### config.mk
export PLATFORM = sky130hd
export DESIGN_NAME = adder_arbiter
export DESIGN_NICKNAME = d
export VERILOG_FILES = /design/src/rtl/adder_pkg.sv /design/src/rtl/adder_core.sv /design/src/rtl/adder_arbiter.sv
export SDC_FILE = /design/constraint.sdc
export NUM_CORES = 1
export LEC_CHECK = 0
export CELL_PAD_IN_SITES_DETAIL_PLACEMENT = 0
export CELL_PAD_IN_SITES_GLOBAL_PLACEMENT = 2
export CORE_MARGIN = 5
export CORE_UTILIZATION = 23
export DETAILED_ROUTE_END_ITERATION = 10
export PLACE_DENSITY = 0.84
export SLEW_MARGIN = 25
export SYNTH_ARGS = -nofsm -noshare
export SYNTH_HDL_FRONTEND = slang
export SYNTH_HIERARCHICAL = 1
export SYNTH_SLANG_ARGS = --single-unit
### constraint.sdc
create_clock -name clk -period 5.1 [get_ports clk]
set_clock_uncertainty 0.05 [all_clocks]
set_input_delay 1.02 -clock clk [delete_from_list [all_inputs] [get_ports clk]]
set_output_delay 1.02 -clock clk [all_outputs]
set_load 0.005 [all_outputs]
### src/rtl/adder_pkg.sv
// rtl/adder_pkg.sv - shared constants, types and round-robin pick function for the adder arbiter
//
// Purpose:
//   Default sizing for the shared-adder arbiter and the round-robin winner
//   search used by adder_arbiter. rr_pick is written against the largest
//   supported requester count (MAX_REQ) so one function serves every
//   NUM_REQ from 2 to 8; callers zero-extend their request vector and
//   pointer and pass the live requester count in n.
//
// Contents:
//   NUM_REQ_DEF, WIDTH_DEF  default parameter values
//   MAX_REQ, MAX_IDX_W      upper bound on requesters and its index width
//   rr_pick_t               {found, idx} result of a round-robin search
//   rr_pick()               first valid requester at or after ptr, wrapping mod n

package adder_pkg;

  localparam int NUM_REQ_DEF = 3;
  localparam int WIDTH_DEF   = 32;

  localparam int MAX_REQ     = 8;
  localparam int MAX_IDX_W   = 3;

  typedef struct packed {
    logic                 found;
    logic [MAX_IDX_W-1:0] idx;
  } rr_pick_t;

  // Scans ptr, ptr+1, ..., ptr+n-1 (mod n) and returns the first index whose
  // valid bit is set. Offsets at or beyond n are skipped so bits above the
  // live requester count never win.
  function automatic rr_pick_t rr_pick(
    input logic [MAX_REQ-1:0]   valid,
    input logic [MAX_IDX_W-1:0] ptr,
    input int unsigned          n
  );
    rr_pick_t    r;
    int unsigned cand;
    r.found = 1'b0;
    r.idx   = '0;
    cand    = 0;
    for (int unsigned off = 0; off < MAX_REQ; off++) begin
      cand = (32'(ptr) + off) % n;
      if (!r.found && (off < n) && valid[cand[MAX_IDX_W-1:0]]) begin
        r.found = 1'b1;
        r.idx   = cand[MAX_IDX_W-1:0];
      end
    end
    return r;
  endfunction

endpackage

### src/rtl/adder_core.sv
// rtl/adder_core.sv - combinational wrap-around adder with carry-out and signed overflow
//
// Purpose:
//   The single shared adder. Pure combinational; the arbiter registers
//   its outputs.
//
// Ports:
//   a_i      in  WIDTH  operand A
//   b_i      in  WIDTH  operand B
//   sum_o    out WIDTH  (A+B) mod 2^WIDTH
//   carry_o  out 1      unsigned carry-out of A+B
//   ovf_o    out 1      two's-complement overflow of A+B

module adder_core #(
  parameter int WIDTH = 32
) (
  input  logic [WIDTH-1:0] a_i,
  input  logic [WIDTH-1:0] b_i,
  output logic [WIDTH-1:0] sum_o,
  output logic             carry_o,
  output logic             ovf_o
);

  logic [WIDTH:0] sum_wide;

  // One extra bit so the unsigned carry falls out of the top position.
  assign sum_wide = {1'b0, a_i} + {1'b0, b_i};
  assign sum_o    = sum_wide[WIDTH-1:0];
  assign carry_o  = sum_wide[WIDTH];

  // Signed overflow: operands agree in sign but the result does not.
  assign ovf_o = (a_i[WIDTH-1] == b_i[WIDTH-1]) &&
                 (sum_wide[WIDTH-1] != a_i[WIDTH-1]);

endmodule

### src/rtl/adder_arbiter.sv
// rtl/adder_arbiter.sv - round-robin arbiter sharing one adder among NUM_REQ requesters
//
// Purpose:
//   Grants one requester per cycle to a shared WIDTH-bit adder and holds the
//   result in a one-deep output register until the owning requester takes
//   it. A drain and a new accept can happen on the same edge, so the block
//   sustains one addition per cycle.
//
// Ports:
//   clk        in  1              rising-edge clock
//   rst_n      in  1              asynchronous active-low reset
//   req_valid  in  NUM_REQ        per-requester operation request
//   req_a      in  NUM_REQ*WIDTH  operand A, requester i at [i*WIDTH +: WIDTH]
//   req_b      in  NUM_REQ*WIDTH  operand B, same packing
//   req_ready  out NUM_REQ        one-hot grant (zero while in reset)
//   rsp_valid  out NUM_REQ        one-hot owner of the held result
//   rsp_ready  in  NUM_REQ        owner consumes result; non-owner bits ignored
//   rsp_sum    out WIDTH          (A+B) mod 2^WIDTH
//   rsp_ovf    out 1              signed overflow
//   rsp_carry  out 1              unsigned carry-out
//   rsp_id     out IDX_W          index of the owning requester

module adder_arbiter
  import adder_pkg::*;
#(
  parameter int NUM_REQ = NUM_REQ_DEF,
  parameter int WIDTH   = WIDTH_DEF,
  parameter int IDX_W   = $clog2(NUM_REQ)
) (
  input  logic                     clk,
  input  logic                     rst_n,
  input  logic [NUM_REQ-1:0]       req_valid,
  input  logic [NUM_REQ*WIDTH-1:0] req_a,
  input  logic [NUM_REQ*WIDTH-1:0] req_b,
  output logic [NUM_REQ-1:0]       req_ready,
  output logic [NUM_REQ-1:0]       rsp_valid,
  input  logic [NUM_REQ-1:0]       rsp_ready,
  output logic [WIDTH-1:0]         rsp_sum,
  output logic                     rsp_ovf,
  output logic                     rsp_carry,
  output logic [IDX_W-1:0]         rsp_id
);

  // Registered output stage and round-robin pointer.
  logic [NUM_REQ-1:0] rsp_valid_q, rsp_valid_d;
  logic [WIDTH-1:0]   rsp_sum_q,   rsp_sum_d;
  logic               rsp_ovf_q,   rsp_ovf_d;
  logic               rsp_carry_q, rsp_carry_d;
  logic [IDX_W-1:0]   rsp_id_q,    rsp_id_d;
  logic [IDX_W-1:0]   ptr_q,       ptr_d;

  // Arbitration and datapath.
  rr_pick_t           pick;
  logic [NUM_REQ-1:0] grant_oh;
  logic [WIDTH-1:0]   a_sel;
  logic [WIDTH-1:0]   b_sel;
  logic [WIDTH-1:0]   core_sum;
  logic               core_carry;
  logic               core_ovf;

  // Handshake.
  logic               out_busy;
  logic               drain;
  logic               can_accept;
  logic               accept;

  assign pick = rr_pick(MAX_REQ'(req_valid), MAX_IDX_W'(ptr_q), unsigned'(NUM_REQ));

  // Operand mux driven by the winner; decoded as a one-hot loop so an index
  // never reaches past the packed operand vectors.
  always_comb begin
    grant_oh = '0;
    a_sel    = '0;
    b_sel    = '0;
    for (int i = 0; i < NUM_REQ; i++) begin
      if (pick.found && (pick.idx == MAX_IDX_W'(i))) begin
        grant_oh[i] = 1'b1;
        a_sel       = req_a[i*WIDTH +: WIDTH];
        b_sel       = req_b[i*WIDTH +: WIDTH];
      end
    end
  end

  adder_core #(
    .WIDTH (WIDTH)
  ) u_core (
    .a_i     (a_sel),
    .b_i     (b_sel),
    .sum_o   (core_sum),
    .carry_o (core_carry),
    .ovf_o   (core_ovf)
  );

  // rsp_valid is one-hot, so masking with rsp_ready picks out only the
  // owner's ready bit; everyone else's rsp_ready is ignored.
  assign out_busy   = |rsp_valid_q;
  assign drain      = |(rsp_valid_q & rsp_ready);
  assign can_accept = !out_busy || drain;
  assign accept     = rst_n && pick.found && can_accept;

  // Grant is gated by rst_n: the registers already read as empty in reset,
  // which would otherwise let a request through while reset is held.
  assign req_ready = (rst_n && can_accept) ? grant_oh : '0;

  always_comb begin
    rsp_valid_d = rsp_valid_q;
    rsp_sum_d   = rsp_sum_q;
    rsp_ovf_d   = rsp_ovf_q;
    rsp_carry_d = rsp_carry_q;
    rsp_id_d    = rsp_id_q;
    ptr_d       = ptr_q;
    if (accept) begin
      rsp_valid_d = grant_oh;
      rsp_sum_d   = core_sum;
      rsp_ovf_d   = core_ovf;
      rsp_carry_d = core_carry;
      rsp_id_d    = IDX_W'(pick.idx);
      // Pointer moves just past the winner so it has lowest priority next.
      if (pick.idx == MAX_IDX_W'(NUM_REQ - 1)) begin
        ptr_d = '0;
      end else begin
        ptr_d = IDX_W'(pick.idx + 1'b1);
      end
    end else if (drain) begin
      // Only the valid flag clears; payload holds for observability.
      rsp_valid_d = '0;
    end
  end

  always_ff @(posedge clk or negedge rst_n) begin
    if (!rst_n) begin
      rsp_valid_q <= '0;
      rsp_sum_q   <= '0;
      rsp_ovf_q   <= 1'b0;
      rsp_carry_q <= 1'b0;
      rsp_id_q    <= '0;
      ptr_q       <= '0;
    end else begin
      rsp_valid_q <= rsp_valid_d;
      rsp_sum_q   <= rsp_sum_d;
      rsp_ovf_q   <= rsp_ovf_d;
      rsp_carry_q <= rsp_carry_d;
      rsp_id_q    <= rsp_id_d;
      ptr_q       <= ptr_d;
    end
  end

  assign rsp_valid = rsp_valid_q;
  assign rsp_sum   = rsp_sum_q;
  assign rsp_ovf   = rsp_ovf_q;
  assign rsp_carry = rsp_carry_q;
  assign rsp_id    = rsp_id_q;

endmodule

==> reports/metrics.yaml <==
slowest_stage: "clkdlybuf4s50_1"
clock.fmax_ghz: 0.2025
vias: 7102
synth_top_area_share_pct: 18.20
synth-seq-cells: 41
whs_path_depth: 1
slowest_delay_ns: 0.54
drc: 0
cts_tree: "done"
reg2regPathDepth: 17
cp.required_ns: 5.23
timing.slew.headroom_pct: 44.21
grt_pass1_vias: 7226
startpoint_type: "primary input"
async_reset_ff_share_pct: 100.0
ant_nets: 0
grt-ovfl-total: 0
wirelength_mm: 25.32
yosys.area.top_type: "dfrtp_1"
synth_edf_count: 0
die_w_um: 166.5
final_net_count: 1286
routed_via_density: 5.180
clkTransAtPathRegs_ns: 0.06
post-cts-setup-buffers: 0
fp.dieH_um: 166.5
clockBufferDepth: 2
ys_types: 66
pin_count: 242
hpwlAfterDp_mm: 20.74
core_area_um2: 24250
synth_area_per_cell_um2: 7.387
critPathMaxFanout: 19
synthTopCellsByArea: "dfrtp_1 18%, ha_1 8.7%, a21oi_1 8.3%"
max_slew.worst_pin.slew_ns: 0.8356
area_growth_pct: 65.17
die_area_um2: 27740
io_buffers: 241
antenna_found_initial: 0
post_drt_wl_per_cell_um: 18.47
hold_viol: 0
criticalPathCategory: "primary input to flip-flop"
synth_seq_area_share_pct: 18.20
place_congestion: 0.8645
synth-main-ff-cell: "dfrtp_1"
rows: 57
num_antenna_cells: 0
htree_levels: 2
grt_setup_unrepaired: "false"
drt-pass1-iter-count: 5
arrival_ns: 5.07
max-cap-violations: 0
finalSetupViolCount: 0
cts.sinks: 41
clk_latency_ns: 0.29
post-route-period-util_pct: 96.82
cts_buffers: 5
drv_slew: 0
critical_path.top_delay_family: "compound AO/OA/AOI/OAI gates"
grt_max_degree: 46
cp-end-kind: "flip-flop"
initial_core_util_pct: 23.25
whs_ns: 0.4517
hp-class: "flip-flop to flip-flop"
syn_area_um2: 5637
drt-initial-drc-count: 484
final.setup.tns_ns: 0
postSynthCellCount: 763
grt_pass1_wl_mm: 38.88
syn_nets: 1003
fin_crit_ns: 4.938
crit_buf_inv: 3
yosys_warnings: 6
crit_chain: "clkdlybuf4s50_1 -> nor2b_1 -> o21ai_1 -> buf_4 -> o41ai_4 -> buf_6 -> a21oi_1 -> a31oi_1 -> ha_1 -> a21oi_2 -> nor2b_1 -> o31ai_4 -> o211ai_4 -> a211o_1 -> a211o_1 -> a221o_1 -> mux2_2"
outcome: "complete, no violations"
grt_use_total_pct: 17.10
cp.depth: 17
final_layout_size_suffix_gt1_share_pct: 16.81
root_buffer: "clkbuf_16"
## state kept, by name, indices dropped and copies added, names as in the netlist
signal	count
ptr_q	2
rsp_carry	1
rsp_id	2
rsp_ovf	1
rsp_sum	32
rsp_valid	3
## synthesized netlist by cell type, drive strengths merged (13+ instances only)
master  instances
clkbuf         40
xnor2          18
ha             39
dfrtp          41
o21ai          84
mux2           35
nand4          74
buf            34
a21oi          96
nor2           89
inv            13
nand2          21
a21o           14
a31oi          70
## area by class of cell
class | count | area, um2
fill | 2515 | 14940
clock buffer | 5 | 125.1
timing repair buffer | 350 | 3361
tap | 324 | 405.4
inverter | 13 | 48.80
clock inverter | 3 | 65.06
multi-input combinational | 635 | 4279
sequential | 41 | 1026
## timing repair
action / 4_1_cts / 5_1_grt
gates resized for setup: 0 / 9
setup endpoints to repair: 0 / 6
hold buffers: 0 / 0
endpoints found under the hold margin: 0 / 0
## routing by layer
metal	vias to the layer above	wire length [um]	share of wire [%]	GRT usage (%)
met5	-	0	0	0
met4	0	620	2.4	4.376
met3	35	1623	6.4	4.195
met2	242	12460	49	30.19
met1	3363	10610	42	20.88
li1	3462	-	-	-
## cell families (layout without fill, tap and decap cells)
group | count (synthesis) | after routing | synth area share [%]
multiplexers | 39 | 39 | 7.703
adder cells (fa/ha/maj) | 40 | 40 | 9.012
flip-flops | 41 | 41 | 18.20
AO/OA/AOI/OAI | 304 | 304 | 33.05
buffers and inverters | 87 | 371 | 7.525
XOR/XNOR | 29 | 29 | 4.506
AND/OR/NAND/NOR | 223 | 223 | 20.00
## stage by stage
step | cell area [um2] | util (%) | worst slack, ns | std cells
finish | 9310 | 38.40 | 0.1623 | 1371
global route | 9310 | 38.40 | 0.003536 | 1371
CTS | 9265 | 38.21 | 0.1709 | 1371
detailed placement | 9075 | 37.43 | -0.1354 | 1363
global placement | 9075 | 37.43 | -0.05709 | 1363
floorplan | 5637 | - | 0.4887 | 763
## placed cells by master (no fill, tap or decap), types with 3 or more instances in the layout
cell,n
o21a_1,3
clkdlybuf4s50_1,239
o211ai_1,5
xnor2_1,18
o21ai_0,75
o21ai_4,3
a31oi_1,68
nor2_1,88
mux2_2,33
nand2_1,21
nand2b_1,4
dfrtp_1,41
nand3_1,9
nand4_1,74
nor3_1,4
a21oi_1,92
a21o_1,13
buf_12,10
ha_1,38
mux2i_1,4
o21ai_1,6
clkbuf_16,5
buf_4,97
o21bai_1,4
nor2b_1,10
inv_1,12
xor2_1,11
a211o_1,4
## final timing paths
check                        startpoint     endpoint  slack, ns
max reg2reg                    ptr_q[1]    rsp_carry       0.39
max in group asynchronous         rst_n     ptr_q[0]       3.77
max                        req_valid[2]    rsp_carry       0.16
min reg2reg                  rsp_sum[6]   rsp_sum[6]       0.45
min in group asynchronous         rst_n  rsp_sum[19]       0.84
min                          rsp_sum[6]   rsp_sum[6]       0.45
Power is not shown: default switching activity piles up to over one toggle a cycle in this logic, so the estimate is an artifact.
